**config.mk**
```make
export PLATFORM = sky130hd
export DESIGN_NAME = lcd_pclk_gen
export DESIGN_NICKNAME = d
export VERILOG_FILES = /design/src/rtl/lcd_pclk_pkg.sv /design/src/rtl/lcd_pclk_lut.sv /design/src/rtl/lcd_pclk_gen.sv
export SDC_FILE = /design/constraint.sdc
export NUM_CORES = 1
export LEC_CHECK = 0
export BUFFER_PORTS_ARGS = -buffer_cell sky130_fd_sc_hd__buf_2
export CAP_MARGIN = 20
export CORE_MARGIN = 5
export CORE_UTILIZATION = 54
export DETAILED_ROUTE_END_ITERATION = 10
export PLACE_DENSITY = 0.83
export SLEW_MARGIN = 30
export SYNTH_ARGS = -nofsm -noshare
export SYNTH_HDL_FRONTEND = slang
export SYNTH_SLANG_ARGS = --single-unit
```
**constraint.sdc**
```tcl
create_clock -name clk -period 7 [get_ports clk]
set_input_delay 1.4 -clock clk [delete_from_list [all_inputs] [get_ports clk]]
set_output_delay 1.4 -clock clk [all_outputs]
set_load 0.01 [all_outputs]
```
**src/rtl/lcd_pclk_pkg.sv**
```systemverilog
// Shared constants for the LCD pixel-clock generator: panel IDs, their divisors, and the divisor floor.
package lcd_pclk_pkg;
  localparam logic [15:0] ID_4342 = 16'h0000;
  localparam logic [15:0] ID_7084 = 16'h0001;
  localparam logic [15:0] ID_7016 = 16'h0002;
  localparam logic [15:0] ID_1018 = 16'h0005;

  localparam int DIV_4342  = 10;
  localparam int DIV_7084  = 3;
  localparam int DIV_7016  = 2;
  localparam int DIV_1018  = 2;
  localparam int DIV_DEFID = 3;
  localparam int DIV_MIN   = 2;
endpackage

```
**src/rtl/lcd_pclk_lut.sv**
```systemverilog
// Combinational panel-ID to pixel-clock divisor table; also used by the LCD timing controller.
module lcd_pclk_lut
  import lcd_pclk_pkg::*;
#(
  parameter int DIV_W = 5
) (
  input  logic [15:0]      lcd_id,
  output logic [DIV_W-1:0] div
);
  always_comb begin
    case (lcd_id)
      ID_4342: div = DIV_W'(DIV_4342);
      ID_7084: div = DIV_W'(DIV_7084);
      ID_7016: div = DIV_W'(DIV_7016);
      ID_1018: div = DIV_W'(DIV_1018);
      default: div = DIV_W'(DIV_DEFID);
    endcase
  end
endmodule

```
**src/rtl/lcd_pclk_gen.sv**
```systemverilog
// Runtime-programmable LCD pixel-clock divider with glitch-free switching at period boundaries.
// Define LCD_PCLK_DUTY50_EN to stretch the high phase by half a clk for odd divisors (exact 50 % duty).
module lcd_pclk_gen
  import lcd_pclk_pkg::*;
#(
  parameter int DIV_W   = 5,
  parameter int DEF_DIV = 3
) (
  input  logic             clk,
  input  logic             rst_n,
  input  logic [15:0]      lcd_id,
  input  logic             div_ovr_en,
  input  logic [DIV_W-1:0] div_ovr,
  output logic             clk_lcd,
  output logic             pclk_rise,
  output logic             pclk_fall,
  output logic [DIV_W-1:0] cur_div,
  output logic             div_busy
);
  logic [DIV_W-1:0] lut_div, tgt_raw, tgt;
  logic [DIV_W-1:0] req_div_q, cur_div_q, cnt_q;
  logic [DIV_W-1:0] cur_div_d, cnt_d, half_d;
  logic             wrap;
  logic             clk_base_q, rise_q, fall_q, busy_q;

  lcd_pclk_lut #(.DIV_W(DIV_W)) u_lut (
    .lcd_id (lcd_id),
    .div    (lut_div)
  );

  always_comb begin
    tgt_raw   = div_ovr_en ? div_ovr : lut_div;
    tgt       = (tgt_raw < DIV_W'(DIV_MIN)) ? DIV_W'(DIV_MIN) : tgt_raw;
    wrap      = (cnt_q == cur_div_q - DIV_W'(1));
    cur_div_d = wrap ? req_div_q : cur_div_q;
    cnt_d     = wrap ? '0 : cnt_q + DIV_W'(1);
    half_d    = cur_div_d >> 1;
  end

  // Outputs derive from next-state values so they line up with the counter after the edge.
  always_ff @(posedge clk or negedge rst_n) begin
    if (!rst_n) begin
      req_div_q  <= DIV_W'(DEF_DIV);
      cur_div_q  <= DIV_W'(DEF_DIV);
      cnt_q      <= DIV_W'(DEF_DIV - 1);
      clk_base_q <= 1'b0;
      rise_q     <= 1'b0;
      fall_q     <= 1'b0;
      busy_q     <= 1'b0;
    end else begin
      req_div_q  <= tgt;
      cur_div_q  <= cur_div_d;
      cnt_q      <= cnt_d;
      clk_base_q <= (cnt_d < half_d);
      rise_q     <= (cnt_d == '0);
      fall_q     <= (cnt_d == half_d);
      busy_q     <= (tgt != cur_div_d);
    end
  end

`ifdef LCD_PCLK_DUTY50_EN
  // Holds the high phase over the next clk low half when the divisor is odd.
  logic ext_q;
  always_ff @(negedge clk or negedge rst_n) begin
    if (!rst_n) ext_q <= 1'b0;
    else        ext_q <= clk_base_q & cur_div_q[0];
  end
  assign clk_lcd = clk_base_q | ext_q;
`else
  assign clk_lcd = clk_base_q;
`endif

  assign pclk_rise = rise_q;
  assign pclk_fall = fall_q;
  assign cur_div   = cur_div_q;
  assign div_busy  = busy_q;
endmodule

```
---- Word level (Yosys, flattened, before mapping) ----
Index checks and enable logic that the tools add are counted.
word-level totals
  bits in registers ....................... 19
  word-level logic and storage cells ...... 24
operators by class
  reductions and logical operators ........ 3
  equal/unequal tests ..................... 5
  add/subtract/negate cells ............... 2
  order comparisons ....................... 2
  mux-type cells .......................... 5
operators by type and width
  cell                 number
  $mux 5               4
  $eq 16x2->1 const B  1
  $eq 16x3->1 const B  1
  $logic_not 16->1     1
  $pmux 4 s2           1
  $add 5x1->5 const B  1
  $eq 5x4->1           1
  $eq 5x5->1           1
  $logic_not 5->1      1
  $lt 5x2->1 const B   1
  $lt 5x4->1           1
  $ne 5x5->1           1
  $sub 5x1->5 const B  1
  $reduce_or 2->1      1

---- Longest topological paths before layout ----
  depth after elaboration ................. 7
  depth in mapped cells ................... 11
  mapped depth without buffers ............ 10

---- Cells and area by module ----
Synthesis repeated with hierarchy kept, for this count alone.
second synthesis, totals
  cell total of the unflattened synthesis .. 114
  area, all modules ....................... 1163.6 sq um
by module, submodules not included
  module        instances  cells each  area each (sq um)
  lcd_pclk_gen  1          100         1072.3
  lcd_pclk_lut  1          14          91.3

---- Worst setup path after synthesis ----
Ideal clock, no wire load.
  kind .................................... input to register
  from .................................... input port lcd_id[3]
  to ...................................... register busy_q (netlist: div_busy)
  required time ........................... 6.867 ns
  buffers on the path ..................... 0
  arrival time ............................ 2.611 ns
  setup slack ............................. 4.256 ns
  setup time .............................. 0.133 ns
  stages on the path ...................... 6
  cells stage by stage .................... nor4_1 nand4_1 o41ai_1 xnor2_1 nor3_1 o31ai_2
between the ends
  cells in the longest elaborated chain, start to end .. 7
  elaborated cells between the ends (all ways) .. 9
  those cells by class .................... order compare (1); eq/ne (3); mux (3); reduce/logical (2)
ends and longest elaborated chain
  element                                     line                RTL
  start: declaration                          lcd_pclk_gen.sv:11  input logic [15:0] lcd_id,
  $eq 16x2->1 or $eq 16x3->1 (tied branches)  lcd_pclk_lut.sv:11  case (lcd_id)
  $reduce_or 2->1 (no source line)            --
  $pmux 4 s2 (*)                              lcd_pclk_lut.sv:11
  $mux 5 (*)                                  lcd_pclk_gen.sv:32  tgt_raw = div_ovr_en ? div_ovr : lut_div;
  $lt 5x2->1                                  lcd_pclk_gen.sv:33  tgt = (tgt_raw < DIV_W'(DIV_MIN)) ? DIV_W'(DIV_MIN) : tgt_raw;
  $mux 5 (*)                                  lcd_pclk_gen.sv:33
  net tgt[3]                                  lcd_pclk_gen.sv:20  logic [DIV_W-1:0] lut_div, tgt_raw, tgt;
  $ne 5x5->1 (*)                              lcd_pclk_gen.sv:57  busy_q <= (tgt != cur_div_d);
  end signal: assignment                      lcd_pclk_gen.sv:57
  end: declaration                            lcd_pclk_gen.sv:24  logic clk_base_q, rise_q, fall_q, busy_q;
The timed path passes the listed nets; every way through them passes the cells marked *.

---- Final worst setup path ----
  from .................................... register cur_div_q[0] (netlist: cur_div[0])
  to ...................................... register busy_q (netlist: div_busy)
between the ends
  cells in the longest elaborated chain, start to end .. 4
ends and longest elaborated chain
  element                   line                RTL
  start: declaration        lcd_pclk_gen.sv:21  logic [DIV_W-1:0] req_div_q, cur_div_q, cnt_q;
  start signal: assignment  lcd_pclk_gen.sv:44  cur_div_q <= DIV_W'(DEF_DIV);
  start signal: assignment  lcd_pclk_gen.sv:52  cur_div_q <= cur_div_d;
  $sub 5x1->5               lcd_pclk_gen.sv:34  wrap = (cnt_q == cur_div_q - DIV_W'(1));
  $eq 5x5->1                lcd_pclk_gen.sv:34
  $mux 5                    lcd_pclk_gen.sv:35  cur_div_d = wrap ? req_div_q : cur_div_q;
  net cur_div_d[1]          lcd_pclk_gen.sv:22  logic [DIV_W-1:0] cur_div_d, cnt_d, half_d;
  $ne 5x5->1                lcd_pclk_gen.sv:57
The timed path passes the listed nets, and every way through them passes these cells.

==> out/results.ini <==
[cells_and_area]
diodes = 0
postLayoutCoreUtil = 0.672
regArea_um2 = 482
drive_gt1_frac = 0.342
multiInputGateArea_um2 = 606
nets = 177
nFillCells = 166
synthToLayoutAreaGrowth_pct = 16.7

[sta]
fmax_mhz = 321
period_needed_ps = 3120
setup-violations-final = 0
tightest_slew_ps = 822
rsz0062_at_grt = false
slew_violations = 0
finalCritPeriodShare = 0.445
whs_ps = 550
final.setup.tns_ps = 0
finalHoldViolations = 0
relSlewSlack = 0.448
skew_ps = 2.70
post-route-worst-setup-slack_ps = 3880

[drt]
first_pass_iters = 4
wirelength_mm = 2.40
drt_iter0_markers = 13
drt.antenna.violating_nets = 0
wl_per_cell_um = 13.9
route.detailed.drc = 0
vias = 933
vias_per_cell = 5.39

[critical_path]
cp_max_fo = 13
cp-end-kind = flop
arrival_ps = 3290
required_ps = 7170
cp_top_family = simple AND/OR/NAND/NOR gates
crit_path_max_incr_delay_ps = 770
worstSetupPathType = reg -> reg
path_cells = inv_1 > ha_1 > xnor2_2 > xnor2_1 > nor4_4 > mux2_4 > or4_1 > a21oi_1 > o31ai_2
startpoint_type = flop
path_buf_inv = 1
crit_slowest_cell = nor4_4

[grt]
busiest_layer = met2
antenna_found_initial = 0
grt.met2_usage = 0.287
grt_pass1_wl_mm = 4.15
grt_use_total = 0.166
met3_usage = 0.0162
grt_max_degree = 20
grt_remaining_overflow = 0
grt_pass1_vias = 1017
met1_usage = 0.194

[clock_tree]
cts_resized = 0
cts_tree = built
clockBufferDepth = 2
numClockSinks = 19
cts_made_buffers = 3
clk_pin_slew_ps = 100
cts.hold.buffers_added = 0
cts_root_buf = clkbuf_4
htree_levels = 1
clock_latency_ps = 290
post_cts_buffers = 0

[synthesis]
syn_area_per_cell_um2 = 10.2
yosysWarnings = 0
synth_edf_count = 0
synth-seq-cells = 19
synthDistinctLibCells = 36
seq_area_frac_synth = 0.418
async_flop_share = 1.00
ys.flop_type = dfrtp_1
synthTopCellsByCount = dfrtp_1, inv_1, xnor2_1
netlist_area_um2 = 1150
synth_area_leaders = dfrtp_1, dfstp_2, xnor2_1
yosysMostFrequentCell = dfrtp_1
syn_inst = 113
synth_fp_nets = 143
yosysTopAreaCellShare = 0.304
yosys.area.top_type = dfrtp_1

[floorplanning]
die_x_um = 56.2
io_pins = 33
core_um2 = 2000
die_y_um = 56.2
initial_core_util = 0.576
std_cell_rows = 16
dieArea_um2 = 3160

[power]
peakVddDrop_uv = 289
total_power_uw = 575
cellPowerDensity_nw_per_um2 = 428
p_leak_nw = 0.634

[place]
gp_congestion = 0.786
io_buffers = 32
dp_hpwl_mm = 1.98
place_ws_ps = 3800

[run_status]
status = finished clean

[run]
cap_violations = 0

[hold_path]
hp-class = reg -> reg

## kinds of logic (layout without fill, tap and decap cells)
| group | after synthesis | in the layout | share of synthesized area |
|---|---|---|---|
| AOI/OAI and AO/OA | 14 | 14 | 0.0890 |
| and+or+nand+nor | 41 | 41 | 0.195 |
| adders and majority gates | 6 | 6 | 0.0651 |
| muxes | 6 | 6 | 0.0630 |
| DFF | 19 | 19 | 0.418 |
| buffers and inverters | 13 | 46 | 0.0565 |
| xor gates and xnor gates | 14 | 14 | 0.113 |
## worst min-delay path: stages, from the launching register on
cell     delay (ps)
dfrtp_1         350
mux2i_2         100
inv_1            70
## flip-flops by register name, summed over array words and instances (netlist names)
| register | flops |
|---|---|
| div_busy | 1 |
| pclk_rise | 1 |
| clk_lcd | 1 |
| pclk_fall | 1 |
| req_div_q | 5 |
| cur_div | 5 |
| cnt_q | 5 |
## cell usage in the layout, fill, tap and decap left out, types with 2 or more instances in the layout
cell      instances
nor3b_1           2
xor2_1            4
clkbuf_4          3
and2_1            2
dfstp_2           5
o21ai_0           3
nand3_1           3
mux2i_1           3
nor2_1            8
mux2i_2           2
ha_1              6
nand2_1           8
nor3_1            6
inv_1            10
a21oi_1           4
dfrtp_1          14
buf_2            32
xnor2_1           9
nand2b_1          2
or2_2             2
nor4_1            2
## final timing paths
kind / from / end / slack (ps) / depth (start not counted)
max in group asynchronous: rst_n / req_div_q[0] / 5660 / 1
worst min-delay path: req_div_q[4] / cur_div[4] / 550 / 2
min in group asynchronous: rst_n / pclk_fall / 1020 / 1
worst max-delay path: cur_div[0] / div_busy / 3880 / 9
worst max register to register: cur_div[0] / div_busy / 3880 / 9
worst min register to register: req_div_q[4] / cur_div[4] / 550 / 2
## where the power goes
group	switching [mW]	leakage, nW	total (mW)	internal, mW
combinational	0.180	0.392	0.329	0.150
sequential	0.0404	0.227	0.193	0.153
clock	0.0303	0.0150	0.0524	0.0222
## final cells by class
type | instances | area share
clock buffers | 4 | 0.0195
inverters | 10 | 0.0279
multi-input cells | 81 | 0.450
flip-flops and latches | 19 | 0.358
well taps | 27 | 0.0251
repair buffers | 32 | 0.119
## metrics by stage
step	cells	cell area [um^2]
after floorplan	113	1150
after global placement	169	1320
after detailed placement	169	1320
after CTS	173	1350
after global routing	173	1350
final	173	1350
## layer usage
metal  vias to the layer above  routed length (um)
met1                       439                1000
met3                         4                 155
li1                        452                   -
met2                        38                1190
met5                         -                   0
met4                         0                  50
Note: power is estimated with default switching activity, not from simulation.
